**config.mk**
```make
export PLATFORM = sky130hd
export DESIGN_NAME = hk_const_mem
export DESIGN_NICKNAME = d
export VERILOG_FILES = /design/src/rtl/hk_const_mem.sv
export SDC_FILE = /design/constraint.sdc
export NUM_CORES = 2
export LEC_CHECK = 0
export CORE_MARGIN = 2
export CORE_UTILIZATION = 35
export DETAILED_ROUTE_END_ITERATION = 6
export GPL_TIMING_DRIVEN = 0
export PLACE_DENSITY_LB_ADDON = 0.1
export SLEW_MARGIN = 5
export SYNTH_ARGS = -nofsm -noshare
export SYNTH_HDL_FRONTEND = slang
export SYNTH_SLANG_ARGS = --single-unit
export TNS_END_PERCENT = 10
```
**constraint.sdc**
```tcl
create_clock -name clk -period 3.2 [get_ports clk]
set_clock_uncertainty 0.1 [all_clocks]
set_input_delay 0.32 -clock clk [delete_from_list [all_inputs] [get_ports clk]]
set_output_delay 0.32 -clock clk [all_outputs]
set_load 0.05 [all_outputs]
```
**src/rtl/hk_const_mem.sv**
```systemverilog
// ============================================================================
//  Module      : hk_const_mem
//  Description : SHA H/K constant store. Copies the H sets and K constants
//                byte-serially from an external ROM into WORD_BYTES byte-lane
//                RAM banks, then serves one word per cycle via a registered
//                read port.
//  Revision    : 1.0 - initial release
// ============================================================================
`default_nettype none

module hk_const_mem #(
  parameter int WORD_BYTES = 4,
  parameter int K_DEPTH    = 64,
  parameter int H_SETS     = 2,
  localparam int TOTAL_BYTES = (H_SETS * 8 + K_DEPTH) * WORD_BYTES,
  localparam int AW          = $clog2(TOTAL_BYTES),
  localparam int KW          = $clog2(K_DEPTH),
  localparam int SW          = (H_SETS > 1) ? $clog2(H_SETS) : 1
) (
  input  logic                    clk,
  input  logic                    rst_n,
  input  logic                    copy_rom,
  output logic                    rom_rd,
  output logic [AW-1:0]           rom_addr,
  input  logic [7:0]              rom_data,
  input  logic                    hk_selector,
  input  logic [SW-1:0]           h_set,
  input  logic [2:0]              h_addr,
  input  logic [KW-1:0]           k_addr,
  output logic [8*WORD_BYTES-1:0] hk,
  output logic                    hk_valid,
  output logic                    rdy
);

  localparam int NWORDS = H_SETS * 8 + K_DEPTH;
  localparam int WAW    = $clog2(NWORDS);
  localparam int BW     = (WORD_BYTES > 1) ? $clog2(WORD_BYTES) : 1;

  localparam logic [1:0] ST_EMPTY = 2'd0;
  localparam logic [1:0] ST_COPY  = 2'd1;
  localparam logic [1:0] ST_READY = 2'd2;

  logic [1:0]              state;
  logic [1:0]              state_nxt;
  logic                    copy_q;
  logic                    start;
  logic                    launch;
  logic [BW-1:0]           byte_cnt;
  logic [WAW-1:0]          word_cnt;
  logic                    wr_pend;
  logic [BW-1:0]           wr_byte;
  logic [WAW-1:0]          wr_word;
  logic                    last_wr;
  logic                    rd_oor;
  logic [WAW-1:0]          rd_word;
  logic [8*WORD_BYTES-1:0] rd_data;

  // A start only counts outside COPY; a re-copy from READY is allowed.
  assign start   = copy_rom & ~copy_q;
  assign launch  = start & (state != ST_COPY);
  assign last_wr = wr_pend && (wr_word == WAW'(NWORDS - 1))
                           && (wr_byte == BW'(WORD_BYTES - 1));

  // Registered copy of the copy request for rising-edge detection
  always_ff @(posedge clk or negedge rst_n) begin
    if (!rst_n) copy_q <= 1'b0;
    else        copy_q <= copy_rom;
  end

  // FSM state register
  always_ff @(posedge clk or negedge rst_n) begin
    if (!rst_n) state <= ST_EMPTY;
    else        state <= state_nxt;
  end

  // FSM next-state logic
  always_comb begin
    state_nxt = state;
    case (state)
      ST_EMPTY: if (start)   state_nxt = ST_COPY;
      ST_COPY:  if (last_wr) state_nxt = ST_READY;
      ST_READY: if (start)   state_nxt = ST_COPY;
      default:               state_nxt = ST_EMPTY;
    endcase
  end

  // FSM outputs: RAM contents are valid only in READY
  always_comb begin
    rdy = (state == ST_READY);
  end

  // ROM address generator with parallel word/byte counters (no division)
  always_ff @(posedge clk or negedge rst_n) begin
    if (!rst_n) begin
      rom_rd   <= 1'b0;
      rom_addr <= '0;
      byte_cnt <= '0;
      word_cnt <= '0;
    end else if (launch) begin
      rom_rd   <= 1'b1;
      rom_addr <= '0;
      byte_cnt <= '0;
      word_cnt <= '0;
    end else if (rom_rd) begin
      if (rom_addr == AW'(TOTAL_BYTES - 1)) begin
        rom_rd <= 1'b0;
      end else begin
        rom_addr <= rom_addr + AW'(1);
        if (byte_cnt == BW'(WORD_BYTES - 1)) begin
          byte_cnt <= '0;
          word_cnt <= word_cnt + WAW'(1);
        end else begin
          byte_cnt <= byte_cnt + BW'(1);
        end
      end
    end
  end

  // ROM data lags the address by one cycle, so the write target is delayed to match
  always_ff @(posedge clk or negedge rst_n) begin
    if (!rst_n) begin
      wr_pend <= 1'b0;
      wr_byte <= '0;
      wr_word <= '0;
    end else begin
      wr_pend <= rom_rd;
      wr_byte <= byte_cnt;
      wr_word <= word_cnt;
    end
  end

  // One RAM bank per byte lane; bank 0 holds the most significant byte
  for (genvar b = 0; b < WORD_BYTES; b++) begin : g_bank
    logic [7:0] mem [NWORDS];

    // Bank write: only the lane addressed by the delayed byte index
    always_ff @(posedge clk) begin
      if (wr_pend && (wr_byte == BW'(b))) mem[wr_word] <= rom_data;
    end

    assign rd_data[8*(WORD_BYTES-1-b) +: 8] = mem[rd_word];
  end

  // Read word address and range check; H_SET is ignored for K reads
  always_comb begin
    rd_oor  = 1'b0;
    rd_word = '0;
    if (hk_selector) begin
      rd_oor  = (32'(k_addr) >= K_DEPTH);
      rd_word = WAW'(H_SETS * 8 + 32'(k_addr));
    end else begin
      rd_oor  = (32'(h_set) >= H_SETS);
      rd_word = WAW'(32'(h_set) * 8 + 32'(h_addr));
    end
  end

  // Registered read port: zero unless ready and in range
  always_ff @(posedge clk or negedge rst_n) begin
    if (!rst_n) begin
      hk       <= '0;
      hk_valid <= 1'b0;
    end else begin
      hk_valid <= rdy;
      if (rdy && !rd_oor) hk <= rd_data;
      else                hk <= '0;
    end
  end

endmodule

`default_nettype wire
```
Yosys cells after proc, flatten, opt, wreduce, memory -nomap -nowiden
Memories as Yosys holds them, arrays and structs flattened.
Index checks and enable logic that the tools add are counted.
- flip-flop bits (word level): 65
- memories kept: 4
- RAM bits: 2560
- bits of input ports: 22
- logic and storage cells: 76
- output and inout port bits: 44
- memories (memory ; depth ; bits a word ; rd ports ; clocked after memory_dff ; wr ports ; line ; text):
    g_bank[0].mem ; 80 ; 8 ; 1 ; 0 ; 1 ; 134 ; logic [7:0] mem [NWORDS];
    g_bank[1].mem ; 80 ; 8 ; 1 ; 0 ; 1 ; 134 ;
    g_bank[2].mem ; 80 ; 8 ; 1 ; 0 ; 1 ; 134 ;
    g_bank[3].mem ; 80 ; 8 ; 1 ; 0 ; 1 ; 134 ;
- bitwise logic cells: 3
- reductions and logical operators: 14
- eq/ne operators: 12
- muxes and demuxes: 27
- $add $sub $neg: 5
- operators by type and width (operator ; count):
    7-bit two-way mux ; 5
    32-bit two-way mux ; 1
    9-bit two-way mux ; 3
    2-bit two-way mux ; 6
    1-bit two-way mux ; 11
    9-bit by 1-bit adder with 9-bit output, second input constant ; 1
    9-bit == test, second input constant ; 1
    2-bit == test, second input constant ; 4
    5-bit by 6-bit adder with 7-bit output, first input constant ; 1
    7-bit by 1-bit adder with 7-bit output, second input constant ; 1
    7-bit == test, second input constant ; 1
    1-bit logical AND ; 6
    4-bit by 3-bit adder with 5-bit output ; 1
    2-bit by 1-bit == test with 1-bit output, second input constant ; 2
    2-bit logical NOT ; 2
    2-bit by 1-bit inequality test with 1-bit output, second input constant ; 2
    2-bit inequality test, second input constant ; 2
    2-bit case mux with 2 select lines ; 1
    2-bit AND reduction ; 2
    2-bit nonzero test ; 2
    3-bit AND reduction ; 1
    2-bit by 1-bit adder with 2-bit output, second input constant ; 1
    1-bit AND ; 2
    2-bit OR reduction ; 1
    1-bit inverter ; 1

Logic depth before layout (Yosys ltp)
- word-level depth: 5
- gate-level depth with buffers: 13
- depth with buffers taken out: 8

Least setup slack after synthesis
OpenSTA, ideal clock, no wires.
- kind: input to register
- start point: input hk_selector
- end point: register hk[19]
- cell stages on the path: 10
- data required time: 3.006 ns
- path slack: 0.458 ns
- setup time: 0.094 ns
- path buffers: 4
- data arrival time: 2.547 ns
- cells stage by stage: buf_2 > buf_2 > mux2i_1 > clkbuf_1 > buf_1 > mux2i_1 > o22ai_1 > a32oi_1 > o2111ai_1 > a211oi_1
- word-level cells in the longest chain between the ends: 3
- ends and longest elaborated chain (element ; line ; text):
    from (decl) ; 26 ; input logic hk_selector,
    7-bit two-way mux ; 148 ; if (hk_selector) begin
    memory read 80 x 8 bit ; n/a ;
    32-bit two-way mux ; 164 ; if (rdy && !rd_oor) hk <= rd_data;
    to (signal assigned) ; 164 ;
    to (decl) ; 30 ; output logic [8*WORD_BYTES-1:0] hk,
Every way passes these cells.
A chain may end at the register's enable or synchronous reset.

Worst setup path in the final report
- start point: register wr_pend
- end point: memory g_bank[1].mem[60][7] (enable)
- word-level cells in the longest chain between the ends: 3
- ends and longest elaborated chain (element ; line ; text):
    from (decl) ; 50 ; logic wr_pend;
    from (signal assigned) ; 126 ; wr_pend <= rom_rd;
    1-bit logical AND ; 138 ; if (wr_pend && (wr_byte == BW'(b))) mem[wr_word] <= rom_data;
    1-bit two-way mux ; 138 ;
    1-bit two-way mux (implied by the code) ; 138 ;
    to (decl) ; 134 ;
Every way passes these cells.

==> results.cfg <==
[clocking]
cts_num_sinks = 2625
cts_max_level = 5
numCtsBuffers = 298
cts_buffer_depth = 4
clk_pin_slew_worst_paths_ns = 0.06
cts_tree = built
root_buffer = clkbuf_16
clock_latency_ns = 0.94

[timing]
final_hold_viol_count = 0
setup_ws_ns = -0.2996
fin_crit_ns = 3.500
rsz0062_at_grt = true
post-route-period-util_pct = 109.4
clock.fmax_ghz = 0.2857
maxSlewViolCount = 0
maxSlewHeadroom_pct = 0.6613
setup_viol = 320
worstMarginPinSlew_ns = 1.490

[routing]
viasPerCell = 5.619
avgRoutedWirePerCell_um = 34.60
drtAntennaViolNets = 0
finalWirelength_um = 415500
dr.pass1.iters = 5
route.detailed.drc = 0
via_count = 67490
initialDrtViolationCount = 8809

[setup_path]
reg2reg_from = wr_pend$_DFF_PN0_
r2r_cells = 4
crit_arrival_ns = 3.89
critPathKind = reg2reg
cp_max_fo = 10
r2r_end = g_bank[1].mem[60][7]$_DFFE_PP_
critPathLaunchType = flip-flop
rrSetupSlack_ns = -0.30
crit_path_end_kind = flip-flop
crit_required_ns = 3.59

[synth]
syn-num-nets = 7430
seq_area_frac_synth_pct = 75.32
ys_types = 58
ys.flop_type = edfxtp_1
synth_edf_count = 2560
yosys_warnings = 0
netlist_area_sq_mm = 0.1042
async_reset_ff_share_pct = 2.476
postSynthAreaPerCell_sq_um = 14.08
postSynthCellCount = 7404
ys_ff_latch = 2625

[global_route]
grt_overflow = 0
grt_pass1_vias = 64210
grt_max_degree = 140
track_usage_pct = 27.07
antenna_found_initial = 30
grt_pass1_wl_um = 557100

[flow_run]
cap_violations = 0

[hold_path]
holdPathStages = 0
hp-start = word_cnt[6]$_DFFE_PN0P_
holdPathEnd = wr_word[6]$_DFF_PN0_
hold_class = reg2reg

[die]
io_pins = 66
row_count = 200
initial_core_util_pct = 35.15
die_y_um = 549.7
die_width_um = 549.7
coreArea_sq_mm = 0.2965
dieArea_sq_mm = 0.3021

[place]
placed_cell_area_sq_mm = 0.1107
gp_congestion = 0.9912
dp_hpwl_um = 289300
io_buffer_count = 62
dpl_worst_slack_ns = -4.536

[status]
status = finished, violations left
failed_checks = negative setup slack

[final_layout]
final_layout_size_suffix_gt1_share_pct = 14.59
final_common_cell = edfxtp_1
nNetsFinal = 7849
final_area_sq_mm = 0.1230
layout_common_cells = edfxtp_1 (2560), nand2_1 (1768), nand3_1 (992)
area_delta_synth_final_pct = 18.05

[pwr]
vdd_drop_max_mv = 0.4820
power_density_mw_per_mm2 = 670.3
leakage_nw = 41.39
-- critical path, stage by stage, from the launching register on --
cell	delay [ns]
dfrtp_1	0.42
nand3b_1	0.10
clkbuf_1	0.91
clkbuf_1	0.94
nor2_1	0.59
-- routing by layer --
metal	wire, um	vias up	GRT usage (%)
li1	-	28510	-
met1	175300	35180	37.60
met2	186200	3169	41.50
met3	34930	620	5.311
met4	19090	8	11.25
met5	53	-	0
-- stage by stage --
step / utilization, % / setup TNS (ns) / total power, mW / hold slack (ns) / instances
2_1_floorplan: - / 0 / 43.05 / -0.07559 / 7404
3_3_place_gp: 37.02 / - / 48.97 / 0.2926 / 11410
3_5_place_dp: 37.34 / -282.78 / 48.68 / 0.2838 / 11450
4_1_cts: 41.38 / -38.11 / 82.41 / 0.2531 / 12000
5_1_grt: 41.49 / -13.51 / 84.22 / 0.3142 / 12010
6_report: 41.49 / -28.60 / 82.47 / 0.2899 / 12010
-- worst max path at each step --
stage | from | to | cells past startpoint
floorplan | hk_selector | hk[19]$_DFF_PN0_ | 10
global placement | rom_data[5] | g_bank[2].mem[4][5]$_DFFE_PP_ | 1
detailed placement | hk_selector | hk[21]$_DFF_PN0_ | 11
CTS | wr_word[6]$_DFF_PN0_ | g_bank[2].mem[51][2]$_DFFE_PP_ | 4
global route | wr_pend$_DFF_PN0_ | g_bank[1].mem[60][7]$_DFFE_PP_ | 4
finish | wr_pend$_DFF_PN0_ | g_bank[1].mem[60][7]$_DFFE_PP_ | 4
-- cell type report --
cell class / count / area [sq um]
Sequential cell: 2625 / 78500
Fill cell: 27300 / 173500
Timing Repair Buffer: 120 / 1654
Inverter: 4 / 15.01
Tap cell: 3939 / 4928
Multi-Input combinational cell: 4289 / 25660
Clock buffer: 385 / 7869
Buffer: 485 / 2885
Antenna cell: 13 / 32.53
Clock inverter: 151 / 1491
-- flip-flops by register name, summed over array words and instances (netlist names) --
name,flops
rom_addr,9
g_bank.mem,2560
copy_q,1
rom_rd,1
hk,32
wr_pend,1
wr_byte,2
state,2
wr_word,7
word_cnt,7
byte_cnt,2
hk_valid,1
-- report_power, final --
part           internal (mW)  switching (mW)
clock network           19.0            14.5
registers               38.3           0.209
logic                   2.24            8.25
-- synth_stat cells, drive strengths merged (2+ instances only) --
cell        n  share of area, %
a2111oi     7             0.065
a211oi     28              0.20
a21oi      75              0.36
a221oi     29              0.24
a22oi      26              0.19
a311oi     26              0.22
a31oi      63              0.38
a32o       31              0.30
a32oi      33              0.28
and2        2             0.012
and3       71              0.43
buf       160              0.73
clkbuf    326               1.2
dfrtp      65               1.6
edfxtp   2560                74
ha          4             0.048
inv         4             0.014
mux2        5             0.054
mux2i     403               3.9
mux4       88               1.9
nand2    1771               6.4
nand2b      9             0.054
nand3    1003               4.8
nand3b      2             0.014
nand4      23              0.14
nor2      367               1.3
nor2b       4             0.024
nor3       14             0.067
nor3b       3             0.022
nor4        4             0.024
o2111ai    53              0.45
o211a       2             0.019
o211ai      8             0.058
o21a        2             0.014
o21ai      45              0.22
o22ai      55              0.33
o311ai      3             0.025
o31ai       3             0.022
or3         2             0.012
or3b        2             0.017
xnor2       4             0.034
xor2       10             0.084
-- logic make-up (layout without fill, tap and decap cells) --
| group | Yosys count | count (layout) | share of synthesized area (%) |
|---|---|---|---|
| fa+ha+maj | 4 | 4 | 0.04802 |
| buf+inv | 490 | 1145 | 1.915 |
| compound gates | 494 | 494 | 3.405 |
| flops | 2625 | 2625 | 75.32 |
| mux | 496 | 496 | 5.830 |
| xor+xnor | 14 | 14 | 0.1176 |
| other cells | 0 | 13 | 0 |
| simple gates | 3281 | 3281 | 13.36 |
-- timing repair --
action | CTS | global route
pin swaps | 21 | 3
hold buffers | 12 | 0
buffers inserted | 3 | 2
resized for setup | 746 | 92
gates cloned | 0 | 0
endpoints found under the setup margin | 1129 | 1154
endpoints found under the hold margin | 637 | 0
Power figures use the tool's default switching activity.
